===== src/rtl/hb_pkg.sv =====
// Shared half-band helpers: accumulator sizing, rounding constant, signed
// saturation and the default coefficient set used by interpolator and decimator.
package hb_pkg;

  localparam int HB_NUM_COE = 5;
  localparam int HB_COE_DEFAULT [HB_NUM_COE] = '{952, -1609, 3090, -6260, 20622};

  typedef struct packed {
    logic signed [63:0] value;
    logic               ovf;
  } sat_t;

  function automatic int acc_width(input int xin, input int coe, input int n);
    return xin + coe + 2 + $clog2(n);
  endfunction

  function automatic logic signed [63:0] round_const(input int sra);
    return 64'sd1 <<< (sra - 1);
  endfunction

  function automatic sat_t sat_signed(input logic signed [63:0] v, input int out_width);
    logic signed [63:0] hi;
    logic signed [63:0] lo;
    sat_t               r;
    hi = (64'sd1 <<< (out_width - 1)) - 64'sd1;
    lo = -hi - 64'sd1;
    if (v > hi) begin
      r.value = hi;
      r.ovf   = 1'b1;
    end else if (v < lo) begin
      r.value = lo;
      r.ovf   = 1'b1;
    end else begin
      r.value = v;
      r.ovf   = 1'b0;
    end
    return r;
  endfunction

endpackage


===== src/rtl/hb_dn2_tap.sv =====
// One systolic stage of the half-band decimator: registered pre-add of a
// symmetric sample pair, registered coefficient multiply, registered cascade add.
module hb_dn2_tap #(
  parameter int XIN_WIDTH = 16,
  parameter int COE_WIDTH = 16,
  parameter int ACC_WIDTH = 37,
  parameter int COE       = 0
) (
  input  logic                        clk,
  input  logic                        rst_n,
  input  logic                        ce,
  input  logic signed [XIN_WIDTH-1:0] a,
  input  logic signed [XIN_WIDTH-1:0] b,
  input  logic signed [ACC_WIDTH-1:0] cin,
  output logic signed [ACC_WIDTH-1:0] cout
);

  localparam int PRE_W  = XIN_WIDTH + 1;
  localparam int PROD_W = XIN_WIDTH + COE_WIDTH + 1;
  localparam logic signed [COE_WIDTH-1:0] C = COE_WIDTH'(COE);

  logic signed [PRE_W-1:0]  pre_q;
  logic signed [PROD_W-1:0] prod_q;

  always_ff @(posedge clk or negedge rst_n) begin
    if (!rst_n) begin
      pre_q  <= '0;
      prod_q <= '0;
      cout   <= '0;
    end else if (ce) begin
      pre_q  <= PRE_W'(a) + PRE_W'(b);
      prod_q <= PROD_W'(pre_q) * PROD_W'(C);
      cout   <= cin + ACC_WIDTH'(prod_q);
    end
  end

endmodule


===== src/rtl/hb_dn2.sv =====
// Half-band decimate-by-2: two input phases per beat, one rounded and
// saturated output per beat after an LAT-beat fill, systolic tap chain.
module hb_dn2
  import hb_pkg::*;
#(
  parameter int XIN_WIDTH      = 16,
  parameter int COE_WIDTH      = 16,
  parameter int NUM_UNIQUE_COE = HB_NUM_COE,
  parameter int COE_NUMS [NUM_UNIQUE_COE] = HB_COE_DEFAULT,
  parameter int YOUT_WIDTH     = 16,
  parameter int SRA_BITS       = 16
) (
  input  logic                  clk,
  input  logic                  rst_n,
  input  logic                  xin_valid,
  input  logic [XIN_WIDTH-1:0]  xin0,
  input  logic [XIN_WIDTH-1:0]  xin1,
  output logic                  yout_valid,
  output logic [YOUT_WIDTH-1:0] yout,
  output logic                  ovf
);

  localparam int N         = NUM_UNIQUE_COE;
  localparam int ACC_WIDTH = acc_width(XIN_WIDTH, COE_WIDTH, NUM_UNIQUE_COE);
  localparam int LAT       = N + 3;
  localparam int CNT_W     = $clog2(LAT + 1);
  localparam int X0_LEN    = 2 * N - 1;
  localparam int X1_LEN    = N + 2;
  localparam logic signed [ACC_WIDTH-1:0] RND = ACC_WIDTH'(round_const(SRA_BITS));

  logic signed [XIN_WIDTH-1:0] x0_s;
  logic signed [XIN_WIDTH-1:0] x1_s;
  logic signed [XIN_WIDTH-1:0] x0_dl [X0_LEN];
  logic signed [XIN_WIDTH-1:0] x1_dl [X1_LEN];
  logic signed [ACC_WIDTH-1:0] casc  [N+1];
  logic signed [ACC_WIDTH-1:0] sh_q;
  logic [CNT_W-1:0]            fill_q;
  logic                        emit;
  sat_t                        sat_r;

  assign x0_s = xin0;
  assign x1_s = xin1;

  always_ff @(posedge clk or negedge rst_n) begin
    if (!rst_n) begin
      for (int unsigned i = 0; i < X0_LEN; i++) x0_dl[i] <= '0;
      for (int unsigned i = 0; i < X1_LEN; i++) x1_dl[i] <= '0;
    end else if (xin_valid) begin
      x0_dl[0] <= x0_s;
      x1_dl[0] <= x1_s;
      for (int unsigned i = 1; i < X0_LEN; i++) x0_dl[i] <= x0_dl[i-1];
      for (int unsigned i = 1; i < X1_LEN; i++) x1_dl[i] <= x1_dl[i-1];
    end
  end

  // Cascade skew: tap k sees x0 delayed 2k while the far-end sample is shared,
  // and the centre term enters at the chain head delayed N+2 so all terms of
  // one output beat meet at the last tap.
  assign casc[0] = ACC_WIDTH'(x1_dl[X1_LEN-1]) <<< (SRA_BITS - 1);

  for (genvar k = 0; k < N; k++) begin : g_tap
    logic signed [XIN_WIDTH-1:0] a;
    if (k == 0) begin : g_head
      assign a = x0_s;
    end else begin : g_body
      assign a = x0_dl[2*k-1];
    end
    hb_dn2_tap #(
      .XIN_WIDTH(XIN_WIDTH),
      .COE_WIDTH(COE_WIDTH),
      .ACC_WIDTH(ACC_WIDTH),
      .COE      (COE_NUMS[k])
    ) u_tap (
      .clk  (clk),
      .rst_n(rst_n),
      .ce   (xin_valid),
      .a    (a),
      .b    (x0_dl[X0_LEN-1]),
      .cin  (casc[k]),
      .cout (casc[k+1])
    );
  end

  always_ff @(posedge clk or negedge rst_n) begin
    if (!rst_n) begin
      sh_q <= '0;
    end else if (xin_valid) begin
      sh_q <= (casc[N] + RND) >>> SRA_BITS;
    end
  end

  always_comb begin
    sat_r = sat_signed(64'(sh_q), YOUT_WIDTH);
  end

  assign emit = xin_valid && (fill_q == CNT_W'(LAT));

  always_ff @(posedge clk or negedge rst_n) begin
    if (!rst_n) begin
      fill_q     <= '0;
      yout_valid <= 1'b0;
      yout       <= '0;
      ovf        <= 1'b0;
    end else begin
      if (xin_valid && (fill_q != CNT_W'(LAT))) fill_q <= fill_q + CNT_W'(1);
      yout_valid <= emit;
      if (emit) begin
        yout <= YOUT_WIDTH'(sat_r.value);
        ovf  <= sat_r.ovf;
      end
    end
  end

endmodule


===== config.mk =====
export PLATFORM = sky130hd
export DESIGN_NAME = hb_dn2
export DESIGN_NICKNAME = d
export VERILOG_FILES = /design/src/rtl/hb_pkg.sv /design/src/rtl/hb_dn2_tap.sv /design/src/rtl/hb_dn2.sv
export SDC_FILE = /design/constraint.sdc
export NUM_CORES = 2
export LEC_CHECK = 0
export ABC_AREA = 1
export CAP_MARGIN = 20
export CORE_MARGIN = 8
export CORE_UTILIZATION = 35
export CTS_BUF_LIST = sky130_fd_sc_hd__clkbuf_8 sky130_fd_sc_hd__clkbuf_16
export CTS_CLUSTER_SIZE = 16
export DETAILED_ROUTE_END_ITERATION = 10
export PLACE_DENSITY = 0.59
export SLEW_MARGIN = 20
export SYNTH_ARGS = -nofsm -noshare
export SYNTH_HDL_FRONTEND = slang
export SYNTH_SLANG_ARGS = --single-unit
export TNS_END_PERCENT = 20

===== constraint.sdc =====
create_clock -name clk -period 4.95 [get_ports clk]
set_clock_uncertainty 0.15 [all_clocks]
set_input_delay 0.495 -clock clk [delete_from_list [all_inputs] [get_ports clk]]
set_output_delay 0.495 -clock clk [all_outputs]
set_load 0.05 [all_outputs]

After elaboration in Yosys (flattened, before gate mapping)
Cells that the tools add are included.
{"block": "totals", "ff_bits": 713, "elab_cells": 61}
{"block": "op_classes", "eq_ne": 2, "order_cmp": 2, "reduce_logical": 2, "n_mul": 5, "n_mux": 2, "add_sub_neg": 12}
{"operator": "17-bit by 12-bit multiplier with 29-bit output (second input constant)", "n": 3}
{"operator": "16-bit by 16-bit adder with 17-bit output", "n": 5}
{"operator": "37-bit by 17-bit adder with 37-bit output (second input constant)", "n": 1}
{"operator": "37-bit by 29-bit adder with 37-bit output", "n": 1}
{"operator": "37-bit by 30-bit adder with 37-bit output", "n": 1}
{"operator": "37-bit by 31-bit adder with 37-bit output", "n": 1}
{"operator": "37-bit by 33-bit adder with 37-bit output", "n": 1}
{"operator": "17-bit two-way mux", "n": 2}
{"operator": "31-bit by 28-bit adder with 32-bit output", "n": 1}
{"operator": "17-bit by 15-bit multiplier with 32-bit output (second input constant)", "n": 1}
{"operator": "17-bit by 8-bit multiplier with 25-bit output (second input constant)", "n": 1}
{"operator": "21-bit by 16-bit greater-than comparator with 1-bit output (second input constant)", "n": 1}
{"operator": "21-bit by 16-bit < comparator with 1-bit output (second input constant)", "n": 1}
{"operator": "4-bit by 1-bit adder with 4-bit output (second input constant)", "n": 1}
{"operator": "4-bit equality test (second input constant)", "n": 1}
{"operator": "4-bit inequality test (second input constant)", "n": 1}
{"operator": "1-bit logical AND", "n": 2}

Longest topological paths before layout
{"block": "logic_depth", "depth_word": 3, "ltp_mapped": 23}

Modules after synthesis
A second synthesis with hierarchy kept.
{"block": "unflattened", "cells_unflattened": 8566, "area_unflattened_um2": 63385.8}
{"module": "hb_dn2", "instances": 1, "area_each_um2": 11946.5, "seq_area_each_um2": 7482.2, "cells_each": 1359}
{"module": "hb_dn2_tap at g_tap[1].u_tap", "instances": 1, "area_each_um2": 11284.6, "seq_area_each_um2": 2077.0, "cells_each": 1563}
{"module": "hb_dn2_tap at g_tap[3].u_tap", "instances": 1, "area_each_um2": 10841.6, "seq_area_each_um2": 2077.0, "cells_each": 1488}
{"module": "hb_dn2_tap at g_tap[4].u_tap", "instances": 1, "area_each_um2": 10705.3, "seq_area_each_um2": 2152.1, "cells_each": 1523}
{"module": "hb_dn2_tap at g_tap[0].u_tap", "instances": 1, "area_each_um2": 9379.0, "seq_area_each_um2": 1976.9, "cells_each": 1322}
{"module": "hb_dn2_tap at g_tap[2].u_tap", "instances": 1, "area_each_um2": 9228.9, "seq_area_each_um2": 2077.0, "cells_each": 1311}

Worst setup path after synthesis
OpenSTA, ideal clock, no wires.
{"block": "synth_timing", "path_type": "reg2reg", "start": "register g_tap[3].u_tap.pre_q[16]", "end": "register g_tap[3].u_tap.prod_q[25]", "t_required_ns": 4.682, "arrival_ns": 4.263, "slack_ns": 0.419, "stages_incl_launch_ff": 15, "setup_ns": 0.118, "synth_period_minus_slack_ns": 4.531, "cell_sequence": "dfrtp_1 > fa_1 > ha_1 > fa_1 > inv_1 > fa_1 > fa_1 > inv_1 > ha_1 > a21o_1 > nor2_1 > a21boi_0 > nand4_1 > nand3_1 > nand2_1"}
{"block": "synth_between", "elab_chain_len": 1}
{"item": "start: declaration", "line": "hb_dn2_tap.sv:22", "text": "logic signed [PRE_W-1:0] pre_q;"}
{"item": "start signal: assignment", "line": "hb_dn2_tap.sv:31", "text": "pre_q <= PRE_W'(a) + PRE_W'(b);"}
{"item": "17-bit by 12-bit multiplier with 29-bit output", "line": "hb_dn2_tap.sv:32", "text": "prod_q <= PROD_W'(pre_q) * PROD_W'(C);"}
{"item": "end signal: assignment", "line": "hb_dn2_tap.sv:32"}
{"item": "end: declaration", "line": "hb_dn2_tap.sv:23", "text": "logic signed [PROD_W-1:0] prod_q;"}
No other way between the ends.
A chain may end at the register's enable or synchronous reset.

Worst setup path after layout
{"block": "layout_timing", "start": "register g_tap[1].u_tap.pre_q[9]", "end": "register g_tap[1].u_tap.prod_q[18]"}
{"block": "layout_between", "elab_chain_len": 1}
{"item": "start: declaration", "line": "hb_dn2_tap.sv:22"}
{"item": "start signal: assignment", "line": "hb_dn2_tap.sv:31"}
{"item": "17-bit by 12-bit multiplier with 29-bit output", "line": "hb_dn2_tap.sv:32"}
{"item": "end signal: assignment", "line": "hb_dn2_tap.sv:32"}
{"item": "end: declaration", "line": "hb_dn2_tap.sv:23"}
No other way between the ends.

==> load_flow_metrics.sql <==
INSERT INTO impl_metrics (metric_group, metric, value, unit) VALUES
('status', 'outcome', 'completed', ''),
('cells_and_area', 'areaGrowthSynthToFinish', '10.2', '%'),
('sta', 'holdWs', '0.0914', 'ns'),
('yosys', 'synth-seq-area-share', '0.287', ''),
('floorplan', 'die-height', '430', 'um'),
('setup_path', 'critical_path.n_buffers_inverters', '5', ''),
('yosys', 'yosys_register_bits', '686', ''),
('floorplan', 'chipWidth', '430', 'um'),
('floorplan', 'initial_utilization', '0.353', ''),
('route', 'first_pass_iters', '5', ''),
('cells_and_area', 'final_layout_size_suffix_gt1_frac', '0.0377', ''),
('route', 'vias_per_cell', '4.84', ''),
('setup_path', 'critPathSlowestCell', 'sky130_fd_sc_hd__fa_1', ''),
('clock_network', 'clk_latency', '0.68', 'ns'),
('cells_and_area', 'final_common_cell', 'sky130_fd_sc_hd__nand2_1', ''),
('sta', 'endpoints_failing_hold', '0', ''),
('job', 'drv.max_cap_violation_count', '0', ''),
('route', 'routed_wire_length_per_instance', '16.3', 'um'),
('route', 'met2_length', '76200', 'um'),
('setup_path', 'timing_worst_setup_path_type', 'reg2reg', ''),
('yosys', 'synth.lib_cells_used.distinct', '45', ''),
('yosys', 'postSynthCellCount', '7990', ''),
('yosys', 'synth_warnings', '0', ''),
('clock_network', 'cts.htree.levels', '3', ''),
('sta', 'setup_viol', '0', ''),
('route', 'drt_first_iter_violations', '3131', ''),
('setup_path', 'critPathTopFamily', 'adder cells', ''),
('yosys', 'yosys.area.top_type', 'sky130_fd_sc_hd__dfrtp_1', ''),
('clock_network', 'path_clk_slew', '0.07', 'ns'),
('clock_network', 'cts_root_buf', 'sky130_fd_sc_hd__clkbuf_16', ''),
('placed_design', 'dp_slack', '0.0390', 'ns'),
('grt', 'overflow', '0', ''),
('grt', 'grt_max_degree', '243', ''),
('route', 'top_layer_used', 'met5', ''),
('yosys', 'syn-num-nets', '9046', ''),
('yosys', 'synthFlopType', 'sky130_fd_sc_hd__dfrtp_1', ''),
('yosys', 'async_reset_ff_frac', '1.00', ''),
('sta', 'grt_setup_unrepaired', 'yes', ''),
('setup_path', 'path_cells', 'buf_4, ha_1, inv_1, fa_1, inv_1, fa_1, fa_1, inv_1, fa_1, inv_1, ha_1, a21oi_2, o21ai_1, a21oi_2, o21ai_1, or2_2, nand3_1, nand2_1', ''),
('route', 'totalWireLength', '168000', 'um'),
('floorplan', 'core.rowCount', '151', ''),
('cells_and_area', 'layout_common_cells', '2681 x sky130_fd_sc_hd__nand2_1, 1272 x sky130_fd_sc_hd__inv_1, 681 x sky130_fd_sc_hd__ha_1', ''),
('setup_path', 'critPathMaxStageDelay', '0.54', 'ns'),
('yosys', 'synth_top_area_share', '0.287', ''),
('placed_design', 'hpwl', '136000', 'um'),
('cells_and_area', 'layout.filler_cells', '17700', ''),
('setup_path', 'cp_data_arrival_time', '5.17', 'ns'),
('cells_and_area', 'net_count_final', '9091', ''),
('cells_and_area', 'num_antenna_cells', '0', ''),
('worst_hold_path', 'hp-class', 'in2reg', ''),
('sta', 'worst_slew_pin_slew', '1.35', 'ns'),
('route', 'routedLengthMet1', '82100', 'um'),
('setup_path', 'worstSetupEndpointType', 'flip-flop', ''),
('yosys', 'number_of_flops_mapped_to_enable_cells_by_yosys', '0', ''),
('sta', 'final.min_clock_period', '4.75', 'ns'),
('sta', 'period_share', '0.961', ''),
('clock_network', 'tritoncts.num_buffers', '81', ''),
('route', 'post-route-drc-count', '0', ''),
('grt', 'number_of_global_route_vias_before_repair', '49400', ''),
('route', 'dr_total_vias', '49900', ''),
('setup_path', 'path_max_fanout', '5', ''),
('placed_design', 'placement.io_buffers', '52', ''),
('yosys', 'synth.cell_area', '59900', 'um^2'),
('floorplan', 'core', '170000', 'um^2'),
('grt', 'grt_util_all_layers', '0.180', ''),
('grt', 'grt_antenna_before_repair', '1', ''),
('setup_path', 'setup.worst_path.start_class', 'flip-flop', ''),
('clock_network', 'clock_sink_count', '686', ''),
('sta', 'slew_headroom', '0.0974', ''),
('route', 'met3RoutedLength', '6220', 'um'),
('sta', 'clock.fmax', '210', 'MHz');
==> state kept, by name (all words and copies together) (netlist names) <==
register and count:
g_tap.u_tap.cout 159, g_tap.u_tap.prod_q 143, x1_dl 96, g_tap.u_tap.pre_q 85
x0_dl 80, g_tap.a 64, sh_q 21, casc 16
yout 16, fill_q 4, ovf 1, yout_valid 1
==> cells by family after synthesis <==
kind of cell | after synthesis | synth area share
flops | 686 | 0.287
xor+xnor | 191 | 0.0279
fa+ha+maj | 1021 | 0.255
buf+inv | 1419 | 0.0917
simple gates | 3743 | 0.254
compound gates | 930 | 0.0843
==> stage by stage <==
stage | util | instance area [um^2] | TNS [ns]
2_1_floorplan | - | 59900 | 0
6_report | 0.389 | 66000 | 0
4_1_cts | 0.388 | 65900 | 0
3_3_place_gp | 0.372 | 63000 | 0
5_1_grt | 0.389 | 66000 | -0.151
3_5_place_dp | 0.372 | 63000 | 0
==> per-layer routing <==
metal / vias to the layer above / GRT usage
met3: 182 / 0.0190
met1: 23600 / 0.258
met4: 2 / 0.0431
met2: 792 / 0.293
met5: - / 0
li1: 25300 / -
==> cells in the mapped netlist, types with 6 or more instances <==
master,n
sky130_fd_sc_hd__nor2_2,8
sky130_fd_sc_hd__ha_1,688
sky130_fd_sc_hd__xor2_1,56
sky130_fd_sc_hd__buf_2,58
sky130_fd_sc_hd__a31oi_1,41
sky130_fd_sc_hd__dfrtp_1,686
sky130_fd_sc_hd__buf_1,9
sky130_fd_sc_hd__a21boi_0,6
sky130_fd_sc_hd__nand4_1,73
sky130_fd_sc_hd__or2_2,24
sky130_fd_sc_hd__a2bb2oi_1,13
sky130_fd_sc_hd__fa_1,333
sky130_fd_sc_hd__nand2_2,9
sky130_fd_sc_hd__o21a_1,14
sky130_fd_sc_hd__nor4_1,9
sky130_fd_sc_hd__and2_1,10
sky130_fd_sc_hd__a21oi_1,366
sky130_fd_sc_hd__buf_4,24
sky130_fd_sc_hd__o21bai_1,34
sky130_fd_sc_hd__xnor2_1,135
sky130_fd_sc_hd__nand3_2,8
sky130_fd_sc_hd__o22ai_1,10
sky130_fd_sc_hd__clkbuf_1,63
sky130_fd_sc_hd__nor3_1,80
sky130_fd_sc_hd__o21ai_0,377
sky130_fd_sc_hd__inv_1,1261
sky130_fd_sc_hd__nor2_1,416
sky130_fd_sc_hd__nand3_1,372
sky130_fd_sc_hd__nand3b_1,39
sky130_fd_sc_hd__o21ai_1,18
sky130_fd_sc_hd__nand2_1,2681
sky130_fd_sc_hd__o21ai_2,12
sky130_fd_sc_hd__a21o_1,32
==> worst reg2reg max path, cell delays in order (launching register included) <==
cell and delay (ns):
sky130_fd_sc_hd__dfrtp_1 0.41, sky130_fd_sc_hd__buf_4 0.14, sky130_fd_sc_hd__ha_1 0.30, sky130_fd_sc_hd__inv_1 0.06, sky130_fd_sc_hd__fa_1 0.53, sky130_fd_sc_hd__inv_1 0.05
sky130_fd_sc_hd__fa_1 0.47, sky130_fd_sc_hd__fa_1 0.54, sky130_fd_sc_hd__inv_1 0.05, sky130_fd_sc_hd__fa_1 0.52, sky130_fd_sc_hd__inv_1 0.04, sky130_fd_sc_hd__ha_1 0.35
sky130_fd_sc_hd__a21oi_2 0.20, sky130_fd_sc_hd__o21ai_1 0.15, sky130_fd_sc_hd__a21oi_2 0.17, sky130_fd_sc_hd__o21ai_1 0.09, sky130_fd_sc_hd__or2_2 0.27, sky130_fd_sc_hd__nand3_1 0.07
sky130_fd_sc_hd__nand2_1 0.08
==> layout make-up <==
cell class / instances / area (um^2) / area share
multi-input combinational: 5885 / 37300 / 0.565
sequential: 686 / 17200 / 0.260
inverter: 1265 / 4760 / 0.0721
tap: 2218 / 2780 / 0.0421
clock buffer: 94 / 2210 / 0.0334
timing repair buffer: 116 / 1150 / 0.0174
clock inverter: 52 / 608 / 0.00922
==> what timing repair did <==
item | CTS | global route
hold buffers | 1 | 0
endpoints found under the hold margin | 92 | 0
endpoints found under the setup margin | 0 | 28
gates resized for setup | 0 | 41
setup buffers | 0 | 2
==> path summary, 6_finish.rpt <==
check / to / slack, ns / cells after the start
min in group asynchronous: g_tap[4].u_tap.pre_q[7] / 0.34 / 2
worst min-delay path: g_tap[4].u_tap.prod_q[4] / 0.09 / 3
max in group asynchronous: g_tap[1].u_tap.pre_q[6] / 3.06 / 3
worst min register to register: g_tap[2].a[8] / 0.32 / 2
worst max register to register: g_tap[1].u_tap.prod_q[18] / 0.20 / 18
worst max-delay path: g_tap[1].u_tap.prod_q[18] / 0.20 / 18
Power is not shown: default switching activity piles up to over one toggle a cycle in this logic, so the estimate is an artifact.
